--- src/rtl/saph_span_coeff_gen.sv ---
// Per-span gradient coefficient generator: one command in, one beat per pixel out with a 0..255 ramp.
// Optional SAPH_SPAN_SKID_EN registers all px_* outputs through a 2-entry skid buffer.
module saph_span_coeff_gen #(
    parameter int LEN_W  = 12,
    parameter int FRAC_W = 8
) (
    input  logic             clk,
    input  logic             rst_n,
    input  logic             cmd_valid,
    output logic             cmd_ready,
    input  logic [LEN_W-1:0] cmd_len_m1,
    input  logic [31:0]      cmd_from,
    input  logic [31:0]      cmd_to,
    output logic             px_valid,
    input  logic             px_ready,
    output logic [7:0]       px_coeff,
    output logic [31:0]      px_from,
    output logic [31:0]      px_to,
    output logic [LEN_W-1:0] px_idx,
    output logic             px_last,
    output logic             busy
);

    localparam int ACC_W = 8 + FRAC_W;
    localparam int CNT_W = $clog2(ACC_W);
    localparam logic [ACC_W-1:0] DIVIDEND = {8'hFF, {FRAC_W{1'b0}}};

    typedef enum logic [1:0] {IDLE, DIV, RUN} state_t;

    state_t            state, state_next;
    logic [LEN_W-1:0]  len_m1, idx;
    logic [31:0]       from_q, to_q;
    logic [ACC_W-1:0]  acc, step;
    logic [LEN_W:0]    div_rem, rem_shift, rem_next;
    logic [CNT_W-1:0]  div_cnt;
    logic              div_ge;
    logic              cmd_fire, core_valid, core_ready, core_fire, core_last;
    logic [7:0]        core_coeff;

    always_ff @(posedge clk or negedge rst_n) begin
        if (!rst_n) state <= IDLE;
        else        state <= state_next;
    end

    always_comb begin
        state_next = state;
        case (state)
            IDLE: if (cmd_fire) state_next = (cmd_len_m1 == '0) ? RUN : DIV;
            DIV:  if (div_cnt == '0) state_next = RUN;
            RUN:  if (core_fire && core_last) state_next = IDLE;
            default: state_next = IDLE;
        endcase
    end

    always_comb begin
        cmd_ready  = (state == IDLE);
        busy       = (state != IDLE);
        core_valid = (state == RUN);
    end

    assign cmd_fire   = cmd_valid & cmd_ready;
    assign core_fire  = core_valid & core_ready;
    assign core_last  = (idx == len_m1);
    assign core_coeff = (core_last && len_m1 != '0) ? 8'hFF : acc[FRAC_W+7:FRAC_W];

    // Restoring division: step doubles as the dividend shifter, quotient bits enter at the LSB.
    always_comb begin
        rem_shift = {div_rem[LEN_W-1:0], step[ACC_W-1]};
        div_ge    = (rem_shift >= {1'b0, len_m1});
        rem_next  = div_ge ? (rem_shift - {1'b0, len_m1}) : rem_shift;
    end

    always_ff @(posedge clk or negedge rst_n) begin
        if (!rst_n) begin
            len_m1  <= '0;
            idx     <= '0;
            from_q  <= '0;
            to_q    <= '0;
            acc     <= '0;
            step    <= '0;
            div_rem <= '0;
            div_cnt <= '0;
        end else begin
            case (state)
                IDLE: begin
                    if (cmd_fire) begin
                        len_m1  <= cmd_len_m1;
                        from_q  <= cmd_from;
                        to_q    <= cmd_to;
                        idx     <= '0;
                        acc     <= '0;
                        div_rem <= '0;
                        div_cnt <= CNT_W'(ACC_W - 1);
                        step    <= (cmd_len_m1 == '0) ? '0 : DIVIDEND;
                    end
                end
                DIV: begin
                    div_rem <= rem_next;
                    step    <= {step[ACC_W-2:0], div_ge};
                    div_cnt <= div_cnt - 1'b1;
                end
                RUN: begin
                    if (core_fire && !core_last) begin
                        idx <= idx + 1'b1;
                        acc <= acc + step;
                    end
                end
                default: ;
            endcase
        end
    end

`ifdef SAPH_SPAN_SKID_EN
    localparam int BEAT_W = 8 + 32 + 32 + LEN_W + 1;

    logic [BEAT_W-1:0] core_beat, out_beat, skid_beat;
    logic              out_valid, skid_valid;

    assign core_beat  = {core_coeff, from_q, to_q, idx, core_last};
    // Only the registered skid occupancy gates the core, so px_ready never reaches idx/acc.
    assign core_ready = !skid_valid;

    always_ff @(posedge clk or negedge rst_n) begin
        if (!rst_n) begin
            out_valid  <= 1'b0;
            out_beat   <= '0;
            skid_valid <= 1'b0;
            skid_beat  <= '0;
        end else if (!out_valid || px_ready) begin
            out_valid  <= skid_valid | core_fire;
            if (skid_valid)     out_beat <= skid_beat;
            else if (core_fire) out_beat <= core_beat;
            skid_valid <= 1'b0;
        end else if (core_fire) begin
            skid_valid <= 1'b1;
            skid_beat  <= core_beat;
        end
    end

    assign px_valid = out_valid;
    assign {px_coeff, px_from, px_to, px_idx, px_last} = out_beat;
`else
    assign core_ready = px_ready;
    assign px_valid   = core_valid;
    assign px_coeff   = core_coeff;
    assign px_from    = from_q;
    assign px_to      = to_q;
    assign px_idx     = idx;
    assign px_last    = core_last & core_valid;
`endif

endmodule
--- config.mk ---
export PLATFORM = sky130hd
export DESIGN_NAME = saph_span_coeff_gen
export DESIGN_NICKNAME = d
export VERILOG_FILES = /design/src/rtl/saph_span_coeff_gen.sv
export SDC_FILE = /design/constraint.sdc
export NUM_CORES = 1
export LEC_CHECK = 0
export ABC_AREA = 1
export CAP_MARGIN = 20
export CORE_UTILIZATION = 47
export CTS_CLUSTER_SIZE = 25
export DETAILED_ROUTE_END_ITERATION = 12
export PLACE_DENSITY = 0.78
export SETUP_SLACK_MARGIN = 0.05
export SLEW_MARGIN = 20
export SYNTH_ARGS = -nofsm -noshare
export SYNTH_HDL_FRONTEND = slang
export SYNTH_SLANG_ARGS = --single-unit
--- constraint.sdc ---
create_clock -name clk -period 1.8 [get_ports clk]
set_clock_uncertainty 0.05 [all_clocks]
set_input_delay 0.27 -clock clk [delete_from_list [all_inputs] [get_ports clk]]
set_output_delay 0.27 -clock clk [all_outputs]
set_load 0.02 [all_outputs]
# Yosys cells after proc, flatten, opt, wreduce, memory -nomap -nowiden
# Cells that the tools add are included.
# op_classes
bitwise_logic,3
n_eq_ne,7
n_mux,20
order_cmp,1
addsub,4
n_reduce_logical,15
# ops
operator,n
$mux 16,4
$pmux 16 s2,2
$mux 12,4
$pmux 12 s2,2
$add 16x16->16,1
$ge 13x12->1,1
$add 12x1->12 const B,1
$eq 12x12->1,1
$logic_not 12->1,1
$reduce_bool 12->1,1
$sub 12x12->12,1
$mux 2,4
$mux 8,1
$pmux 4 s2,1
$ne 2x1->1 const B,3
$pmux 2 s3,1
$reduce_and 3->1,2
$reduce_bool 2->1,3
$logic_not 4->1,1
$mux 4,1
$reduce_and 2->1,2
$sub 4x1->4 const B,1
$and 1x1->1,3
$logic_and 1x1->1,3
5 further kinds,5
# totals
output_inout_bits,88
word_cells,59
in_bits,80
regBits,138

# Logic depth before layout (Yosys ltp)
# Gate-level depths: netlist (run 1).
# logic_depth
word_depth,5
mapped_depth,14
mapped_depth_nobuf,14

# Least setup slack after synthesis (run 1)
# No wires, ideal clock.
# synth_path
path_kind,register -> register
startpoint,reg acc[0]
endpoint,reg acc[12]
t_arrival_ns,1.676
path_buffers,0
path_slack_ns,-0.043
required_ns,1.633
path_stages_with_launch,12
setup_ns,0.117
synth_period_minus_slack_ns,1.843
path_cell_list,dfrtp_1 ha_1 inv_1 fa_1 o21ai_0 nand2_1 nand2_1 nand2_1 nand2_1 nand2_1 nand3_1 nand2_1
# synth_between
elab_chain_len,3
# synth_lines
element,line,rtl
from (decl),33,"logic [ACC_W-1:0] acc, step;"
from (signal assigned),105,acc <= acc + step;
$add 16x16->16,105,
$mux 16,103,if (core_fire && !core_last) begin
$pmux 16 s2,84,case (state)
# No other way between the ends. The select of a mux whose other input is x is not followed.
# A chain may end at the register's enable or synchronous reset.

# Worst setup path in the final report (run 1)
# layout_path
startpoint,reg len_m1[6]
endpoint,out px_coeff[3]
# layout_between
elab_chain_len,3
word_cells_on_any_way,4
cone_classes,eq/ne: 1; mux: 1; reduce/logical: 2
# layout_lines
element,line,rtl
from (decl),31,"logic [LEN_W-1:0] len_m1, idx;"
from (signal assigned),87,len_m1 <= cmd_len_m1;
$eq 12x12->1 or $reduce_bool 12->1 (tied branches),"63, 64",
$logic_and 1x1->1 (*),64,assign core_coeff = (core_last && len_m1 != '0) ? 8'hFF : acc[FRAC_W+7:FRAC_W];
$mux 8 (*),64,
to (decl),16,"output logic [7:0] px_coeff,"
# Mark *: on every way between the ends. The rest lies on a longest branch, timed or not.

==> qor.txt, run 1 <==
Die Area: 16930 µm²
Largest family of logic cells by synthesized area: simple AND/OR/NAND/NOR gates
Root buffer cell: clkbuf_16
YS warnings: 0
CTS Buffer Depth: 2
NumNets Final: 1434
Worst setup EP type: output pin
Synth unique cells: 39
Tmin final: 2201 ps
Post-Synth Adder-Cell Area: 5.221%
Htree depth: 4
Multiplexer area fraction after synthesis: 0%
Clock Pin Slew Worst Setup and Hold Paths: 70 ps
P_leak: 6.765 nW
WP data required: 1480 ps
Total GRT Usage: 29.79%
FP Rows: 46
Die width: 130.1 µm
1st-iter DRT viols: 757
Post-synthesis register bit count: 138
WL met3: 2065 µm
Final hold violation count: 0
Seq/Total Area, Yosys: 44.75%
CP max FO: 8
Rel. slew slack: 70.44%
Final core utilization: 75.81%
Layout cells sized above 1: 25.00%
Vias in the first global route: 8025
IO Count: 168
Remaining DRCs: 0
CTS tree: done
Power density of the placed cells: 929.9 nW/µm²
Met2 WL: 12590 µm
1st-pass router iterations: 6
Clock Latency Late Sink: 430 ps
Crit path DAT: 1880 ps
Top layer in use: met5
Failing checks: negative setup slack
Max-Cap Viols: 0
Total Power: 11.24 mW
Fill cell count: 1054
Num CTS Buffers: 17
Simple-gate share of the synthesized area: 34.05%
Status: finished, violations left
Final Cycle Share: 122.3%
Post-Syn Area: 7716 µm²
Antenna diode count: 0
Core area: 15940 µm²
Gp weighted congestion: 0.9366
First-pass GRT wire length: 38550 µm
Fmax: 454.4 MHz
Min Hold Slack: 220.6 ps
Routed len/inst: 16.79 µm
CP Class: reg -> out
Avg Inst Size Synth: 7.455 µm²
Synth Net Count: 1146
Multi-input logic area: 4357 µm²
Hold/Removal Path Class: in -> async
RSZ-0062 raised after global routing: yes
Antenna viol nets, final: 0
Least-Margin Pin Slew: 443.5 ps
Detailed placer's ending HPWL: 15830 µm
Min setup slack post-route: -400.8 ps
Metal1 wirelength: 10110 µm
Dpl ws: -380.6 ps
Grt total ovfl: 0
Initial antenna violation count: 1
Post-Route WL: 26060 µm
Area Growth Syn to Fin: 56.64%
Die Span Y: 130.1 µm
Final slew viol count: 0
Vias per cell: 5.347
Startpoint types: flip-flop
Largest net degree at the start of global routing: 57
Sequential cell area: 3456 µm²
Peak VDD IR: 0.7191 mV
Routed vias: 8298
Post-synth EDFFs: 0
Area fraction in compound gates after synthesis: 5.140%
Post-Syn Instances: 1035
PortBufs: 167
Starting Density: 48.40%
Main synth FF type: dfrtp_1
CTS sink count: 138
Post-Synth XOR/XNOR Area: 2.838%
Setup Viol. Count Final: 50
Async set or reset register ratio after synthesis: 100.0%
-- placed cells by master, fill, tap and decap left out, types with 7 or more instances in the layout --
| cell type | instances |
|---|---|
| nand2_1 | 393 |
| dfrtp_1 | 136 |
| buf_4 | 104 |
| clkdlybuf4s50_1 | 103 |
| inv_1 | 98 |
| nand3_1 | 51 |
| nor2_1 | 42 |
| nand2_2 | 40 |
| dlymetal6s2s_1 | 33 |
| buf_6 | 27 |
| nand4_1 | 22 |
| nand3_2 | 22 |
| o21ai_0 | 21 |
| inv_2 | 19 |
| dlygate4sd2_1 | 19 |
| ha_4 | 18 |
| clkbuf_16 | 18 |
| nor2_2 | 11 |
| xnor2_1 | 11 |
| xor2_1 | 11 |
| nor3_1 | 9 |
| ha_1 | 9 |
| buf_12 | 9 |
| nand2_4 | 8 |
| o221ai_1 | 8 |
| a21oi_1 | 8 |
| nand3b_1 | 7 |
| o22ai_1 | 7 |
-- power by group --
part | switching [mW] | leakage (nW) | internal (mW)
clock network | 1.47 | 0.278 | 1.98
logic | 2.33 | 4.78 | 1.91
registers | 0.227 | 1.71 | 3.32
-- cell usage after synthesis (2+ instances only) --
master      n  area share, %
fa_1        2           0.52
buf_6       5           0.73
o22ai_1     7           0.57
nor3_1     11           0.71
buf_2      10           0.65
nor2_1     52            2.5
nor2_4      2           0.29
xnor2_1    14            1.6
a21oi_1    13           0.84
o21ai_1     8           0.52
nand2_4     2           0.29
inv_2       9           0.44
dfrtp_1   138             45
nor2_2      5           0.41
xor2_1     11            1.2
nand2_1   439             21
nand3b_1    7           0.68
o221ai_1    8           0.91
nand4_1    22            1.8
ha_1       29            4.7
inv_1     109            5.3
nand3_2     2           0.26
o21ai_0    26            1.7
clkbuf_1    8           0.39
nand3_1    75            4.9
buf_1       8           0.39
-- timing repair --
item | in CTS | in global routing
setup buffers | 16 | 9
endpoints found under the hold margin | 60 | 0
pin swaps | 38 | 33
hold buffers | 1 | 0
resized for setup | 177 | 117
gates cloned | 3 | 1
endpoints found under the setup margin | 56 | 84
-- cell type report --
type                            instances  share of cell area [%]
Sequential cell                       138                   28.59
Multi-Input combinational cell        747                   36.05
Clock inverter                         13                   1.118
Inverter                              118                   3.727
Timing Repair Buffer                  301                   24.62
Clock buffer                           19                   3.665
Tap cell                              216                   2.236
-- cells by family (layout without fill, tap and decap cells) --
logic type      after synthesis  after routing
xor+xnor                     25             25
simple gates                623            623
compound gates               68             68
flops                       138            138
buf+inv                     150            451
fa+ha+maj                    31             31
-- registers in the layout, summed over array words and instances, names as in the netlist --
| name | cells |
|---|---|
| px_from | 32 |
| state | 2 |
| div_rem | 12 |
| acc | 16 |
| px_to | 32 |
| len_m1 | 12 |
| div_cnt | 4 |
| px_idx | 12 |
| step | 16 |
-- stage by stage --
| stage | std cells | TNS [ps] | cell area (µm²) |
|---|---|---|---|
| after global placement | 1494 | -5226 | 10420 |
| after detailed placement | 1494 | -6384 | 10420 |
| after global routing | 1552 | -12450 | 12090 |
| final | 1552 | -9313 | 12090 |
| after CTS | 1542 | -4251 | 11610 |
| after floorplan | 1035 | 0 | 7730 |
-- per-layer routing --
layer | up-vias | global-route usage (%)
met3 | 129 | 7.995
met5 | - | 0
met4 | 2 | 15.94
li1 | 3852 | -
met1 | 3896 | 35.18
met2 | 419 | 49.59
-- path summary, 6_finish.rpt --
kind | startpoint | to | slack (ps) | cells past startpoint
worst max-delay path | len_m1[6] | px_coeff[3] | -400 | 7
worst min-delay path | rst_n | acc[14] | 220 | 2
worst max register to register | len_m1[4] | div_rem[10] | -360 | 12
worst min register to register | px_to[22] | px_to[22] | 420 | 2
max in group asynchronous | rst_n | len_m1[9] | 860 | 3
min in group clk | cmd_from[22] | px_from[22] | 310 | 3
-- worst max-delay path, cell delays in order (launching register included) --
cell and delay [ps]:
dfrtp_1 410, inv_2 90, buf_6 90, nand4_1 120, o311ai_2 340, buf_6 200
nand2_2 60, buf_6 130
Power figures use the tool's default switching activity.
==> run 2, diff against run 1 <==
MAX_ROUTING_LAYER = met4   (was not set)
==> qor.txt, run 2 (synthesis gave the netlist of run 1 again) <==
Status: finished, violations left
Failing checks: negative setup slack
Largest net degree at the start of global routing: 53
Die Area: 16930 µm²
Routed len/inst: 16.02 µm
P_leak: 7.077 nW
Rel. slew slack: 74.15%
Crit path DAT: 2070 ps
Gp weighted congestion: 0.9611
Total GRT Usage: 29.59%
CP max FO: 8
Total Power: 11.11 mW
Fmax: 418.2 MHz
Tmin final: 2391 ps
Metal1 wirelength: 9884 µm
Placed cell area: 10500 µm²
IO Count: 168
Htree depth: 4
Root buffer cell: clkbuf_16
FP Rows: 46
Vias in the first global route: 7925
Min Hold Slack: 245.7 ps
1st-iter DRT viols: 664
Vias per cell: 5.299
Startpoint types: flip-flop
Least-Margin Pin Slew: 385.0 ps
Max-Cap Viols: 0
Power density of the placed cells: 919.5 nW/µm²
Worst setup EP type: output pin
Peak VDD IR: 0.7256 mV
Setup Viol. Count Final: 50
Top layer in use: met4
Die width: 130.1 µm
CP Class: reg -> out
Routed vias: 8267
Hold/Removal Path Class: in -> async
Antenna viol nets, final: 0
Initial antenna violation count: 0
Detailed placer's ending HPWL: 15740 µm
Most common cell after layout, fill and taps aside: nand2_1
First-pass GRT wire length: 37510 µm
Design Area, Final: 12080 µm²
Final hold violation count: 0
CTS tree: done
Min setup slack post-route: -591.1 ps
Clock Latency Late Sink: 430 ps
Core area: 15940 µm²
Clock Pin Slew Worst Setup and Hold Paths: 70 ps
Starting Density: 48.40%
NumNets Final: 1442
PortBufs: 167
CTS Buffer Depth: 2
WP data required: 1480 ps
Final slew viol count: 0
WL met3: 1689 µm
1st-pass router iterations: 5
Num CTS Buffers: 17
Layout cells sized above 1: 23.21%
Area Growth Syn to Fin: 56.56%
Post-Route WL: 24990 µm
CTS sink count: 138
Remaining DRCs: 0
Dpl ws: -499.6 ps
RSZ-0062 raised after global routing: yes
Die Span Y: 130.1 µm
Most frequent cells in the layout: nand2_1, dfrtp_1, buf_4
Antenna diode count: 0
Met2 WL: 12480 µm
Final Cycle Share: 132.8%
Grt total ovfl: 0
[run 2: cell count changes in the layout (fill, tap and decap cells not counted), moves of 4 or more]
cell / previous run / this run
nand2_2: 40 / 28
inv_2: 19 / 14
inv_1: 98 / 102
nand2_1: 393 / 404
buf_12: 9 / 14
dlymetal6s2s_1: 33 / 45
ha_1: 9 / 21
ha_4: 18 / 7
buf_6: 27 / 22
buf_4: 104 / 112
clkdlybuf4s50_1: 103 / 88
[run 2: metal layers]
metal | track usage [%] | vias to the layer above
met2 | 48.03 | 361
li1 | - | 3871
met3 | 5.863 | 91
met4 | 13.89 | 0
met1 | 35.40 | 3944
met5 | - | -
[run 2: cell type report]
type | instances | area (µm²)
Sequential cell | 138 | 3455
Clock buffer | 17 | 425.4
Fill cell | 1041 | 3862
Timing Repair Buffer | 308 | 3094
Inverter | 118 | 460.4
Tap cell | 216 | 270.3
Multi-Input combinational cell | 748 | 4202
Clock inverter | 15 | 173.9
[run 2: final timing paths]
| check | from | end | slack [ps] | depth (start not counted) |
|---|---|---|---|---|
| worst max-delay path | len_m1[1] | px_coeff[5] | -590 | 7 |
| worst min-delay path | rst_n | acc[15] | 250 | 2 |
| worst max register to register | len_m1[0] | px_idx[4] | -300 | 12 |
| worst min register to register | px_from[16] | px_from[16] | 420 | 2 |
| max in group asynchronous | rst_n | div_rem[11] | 870 | 3 |
| min in group clk | cmd_from[6] | px_from[6] | 320 | 3 |
[run 2: what timing repair did]
action                                  4_1_cts  5_1_grt
gates resized for setup                     142      139
buffers inserted                             15        6
endpoints found under the setup margin       74      134
pin swaps                                    24       31
hold buffers                                  1        0
cloned                                        3        2
endpoints found under the hold margin        34        0
[run 2: worst max-delay path, stage by stage, from the launching register on]
cell and delay [ps]:
dfrtp_1 400, xnor2_1 360, nand3_2 200, nor2_4 190, o311ai_4 140, buf_6 170
nand2_1 80, buf_6 120
[run 2: metrics by stage]
step           std cells  setup TNS [ps]  utilization, %
2_1_floorplan       1035               0               -
3_3_place_gp        1503           -5992           65.88
3_5_place_dp        1503           -7662           65.88
4_1_cts             1554           -7633           72.37
5_1_grt             1560          -18610           75.77
6_report            1560          -14700           75.77
[run 2: report_power, final]
part,leakage [nW],internal [mW],switching [mW]
Sequential,1.71,3.32,0.212
Clock,0.292,1.98,1.57
Combinational,5.08,1.75,2.27
==> run 3, diff against run 2 <==
CORE_UTILIZATION = 37   (was 47)
PLACE_DENSITY = not set   (was 0.78)
SETUP_SLACK_MARGIN = not set   (was 0.05)
==> qor.txt, run 3 (synthesis gave the netlist of run 1 again) <==
CP max FO: 8
CP Class: reg -> out
Most frequent cells in the layout: nand2_1, clkdlybuf4s50_1, dfrtp_1
P_leak: 6.158 nW
Core area: 20360 µm²
Min Hold Slack: 255.1 ps
Critical path, cell by cell: inv_1 > buf_4 > nand4_1 > o311ai_2 > buf_6 > nand2_2 > buf_6
PortBufs: 167
Clock Pin Slew Worst Setup and Hold Paths: 60 ps
Initial antenna violation count: 0
Flop2flop setup slack: -170 ps
IO Count: 168
Num CTS Buffers: 17
Tmin final: 2175 ps
Worst setup EP type: output pin
Power density of the placed cells: 947.8 nW/µm²
Most common cell after layout, fill and taps aside: nand2_1
RSZ-0062 raised after global routing: yes
CTS sink count: 138
Vias in the first global route: 7630
Starting Density: 37.89%
First-pass GRT wire length: 38070 µm
Fmax: 459.8 MHz
Remaining DRCs: 0
Root buffer cell: clkbuf_16
Antenna diode count: 0
Setup TNS Final: -5868 ps
NumNets Final: 1435
Failing checks: negative setup slack
Largest net degree at the start of global routing: 55
Largest stage delay on the critical path: 390 ps
FP Rows: 52
Area Growth Syn to Fin: 54.13%
Total Power: 11.27 mW
Detailed placer's ending HPWL: 16690 µm
Clock Latency Late Sink: 420 ps
Max-Cap Viols: 0
Status: finished, violations left
CTS tree: done
Grt total ovfl: 0
Rel. slew slack: 78.15%
1st-pass router iterations: 4
Die width: 146.4 µm
1st-iter DRT viols: 320
Post-Route WL: 23210 µm
Least-Margin Pin Slew: 327.2 ps
CP max-delay cell: dfrtp_1
Crit-path leading delay family: buffers and inverters
CTS Buffer Depth: 2
Crit path DAT: 1850 ps
CP bufs+invs: 4
Layout cells sized above 1: 21.77%
Die Area: 21440 µm²
Peak VDD IR: 0.7474 mV
Hold/Removal Path Class: in -> async
Gp weighted congestion: 0.8892
Final Cycle Share: 120.8%
WP data required: 1480 ps
Vias per cell: 4.711
Final slew viol count: 0
Die Span Y: 146.4 µm
Total GRT Usage: 23.19%
Final hold violation count: 0
Routed vias: 7570
Routed len/inst: 14.44 µm
Htree depth: 4
Setup Viol. Count Final: 48
Min setup slack post-route: -375.0 ps
Startpoint types: flip-flop
Antenna viol nets, final: 0
CP most frequent cell: buf_6
run 3: changes by cell type in the layout (fill, tap and decap cells not counted), sizes merged, moves of 3 or more:
| cell | delta |
|---|---|
| clkdlybuf4s50 | +51 |
| dlymetal6s2s | -42 |
| buf | -10 |
| dlygate4sd2 | -5 |
| inv | -5 |
| bufinv | +3 |
| clkinv | +3 |
run 3: layer usage:
layer,part of all wire [%],track usage (%),vias to the layer above
li1,-,-,3854
met1,46,29.20,3515
met2,47,37.10,174
met3,5.3,5.313,27
met4,1.8,6.927,0
met5,0,-,-
run 3: worst paths after layout:
path / endpoint / from / depth (start not counted)
max in group asynchronous: acc[7] / rst_n / 3
min in group clk: px_to[2] / cmd_to[2] / 3
worst min register to register: px_from[26] / px_from[26] / 2
worst max-delay path: px_coeff[3] / len_m1[7] / 7
worst min-delay path: acc[4] / rst_n / 2
worst max register to register: div_rem[4] / len_m1[5] / 11
run 3: worst reg2reg max path, delay by kind of cell (launching register included):
kind,cells,cell delay [ps]
buffers and inverters,3,350
and+or+nand+nor,7,730
DFF,1,370
adders and majority gates,1,350
run 3: layout make-up:
type	count	area [µm²]
Fill cell	1802	8472
Multi-Input combinational cell	749	4140
Sequential cell	138	3453
Timing Repair Buffer	300	2872
Inverter	118	450.4
Clock buffer	17	425.4
Tap cell	270	337.8
Clock inverter	15	214.0
run 3: power breakdown:
| group | total [mW] | switching (mW) | internal [mW] |
|---|---|---|---|
| sequential | 3.51 | 0.193 | 3.32 |
| clock | 3.83 | 1.48 | 2.36 |
| combinational | 3.93 | 2.06 | 1.87 |
| total | 11.3 | 3.73 | 7.54 |
run 3: per-stage QoR:
| stage | worst slack (ps) | util, % | cells | area [µm²] |
|---|---|---|---|---|
| after global routing | -523.9 | 58.40 | 1607 | 11890 |
| after detailed placement | -403.9 | 51.76 | 1559 | 10540 |
| final | -375.0 | 58.40 | 1607 | 11890 |
| after floorplan | 23.06 | - | 1035 | 7724 |
| after CTS | -388.7 | 56.68 | 1597 | 11540 |
| after global placement | -342.6 | 51.76 | 1559 | 10540 |
run 3: repair_timing:
item                                    4_1_cts  5_1_grt
endpoints found under the hold margin        27        0
hold buffers                                  1        0
resized for setup                           149       63
cloned                                        0        4
endpoints found under the setup margin       46       55
buffers inserted                              5        8
pin swaps                                    29       27
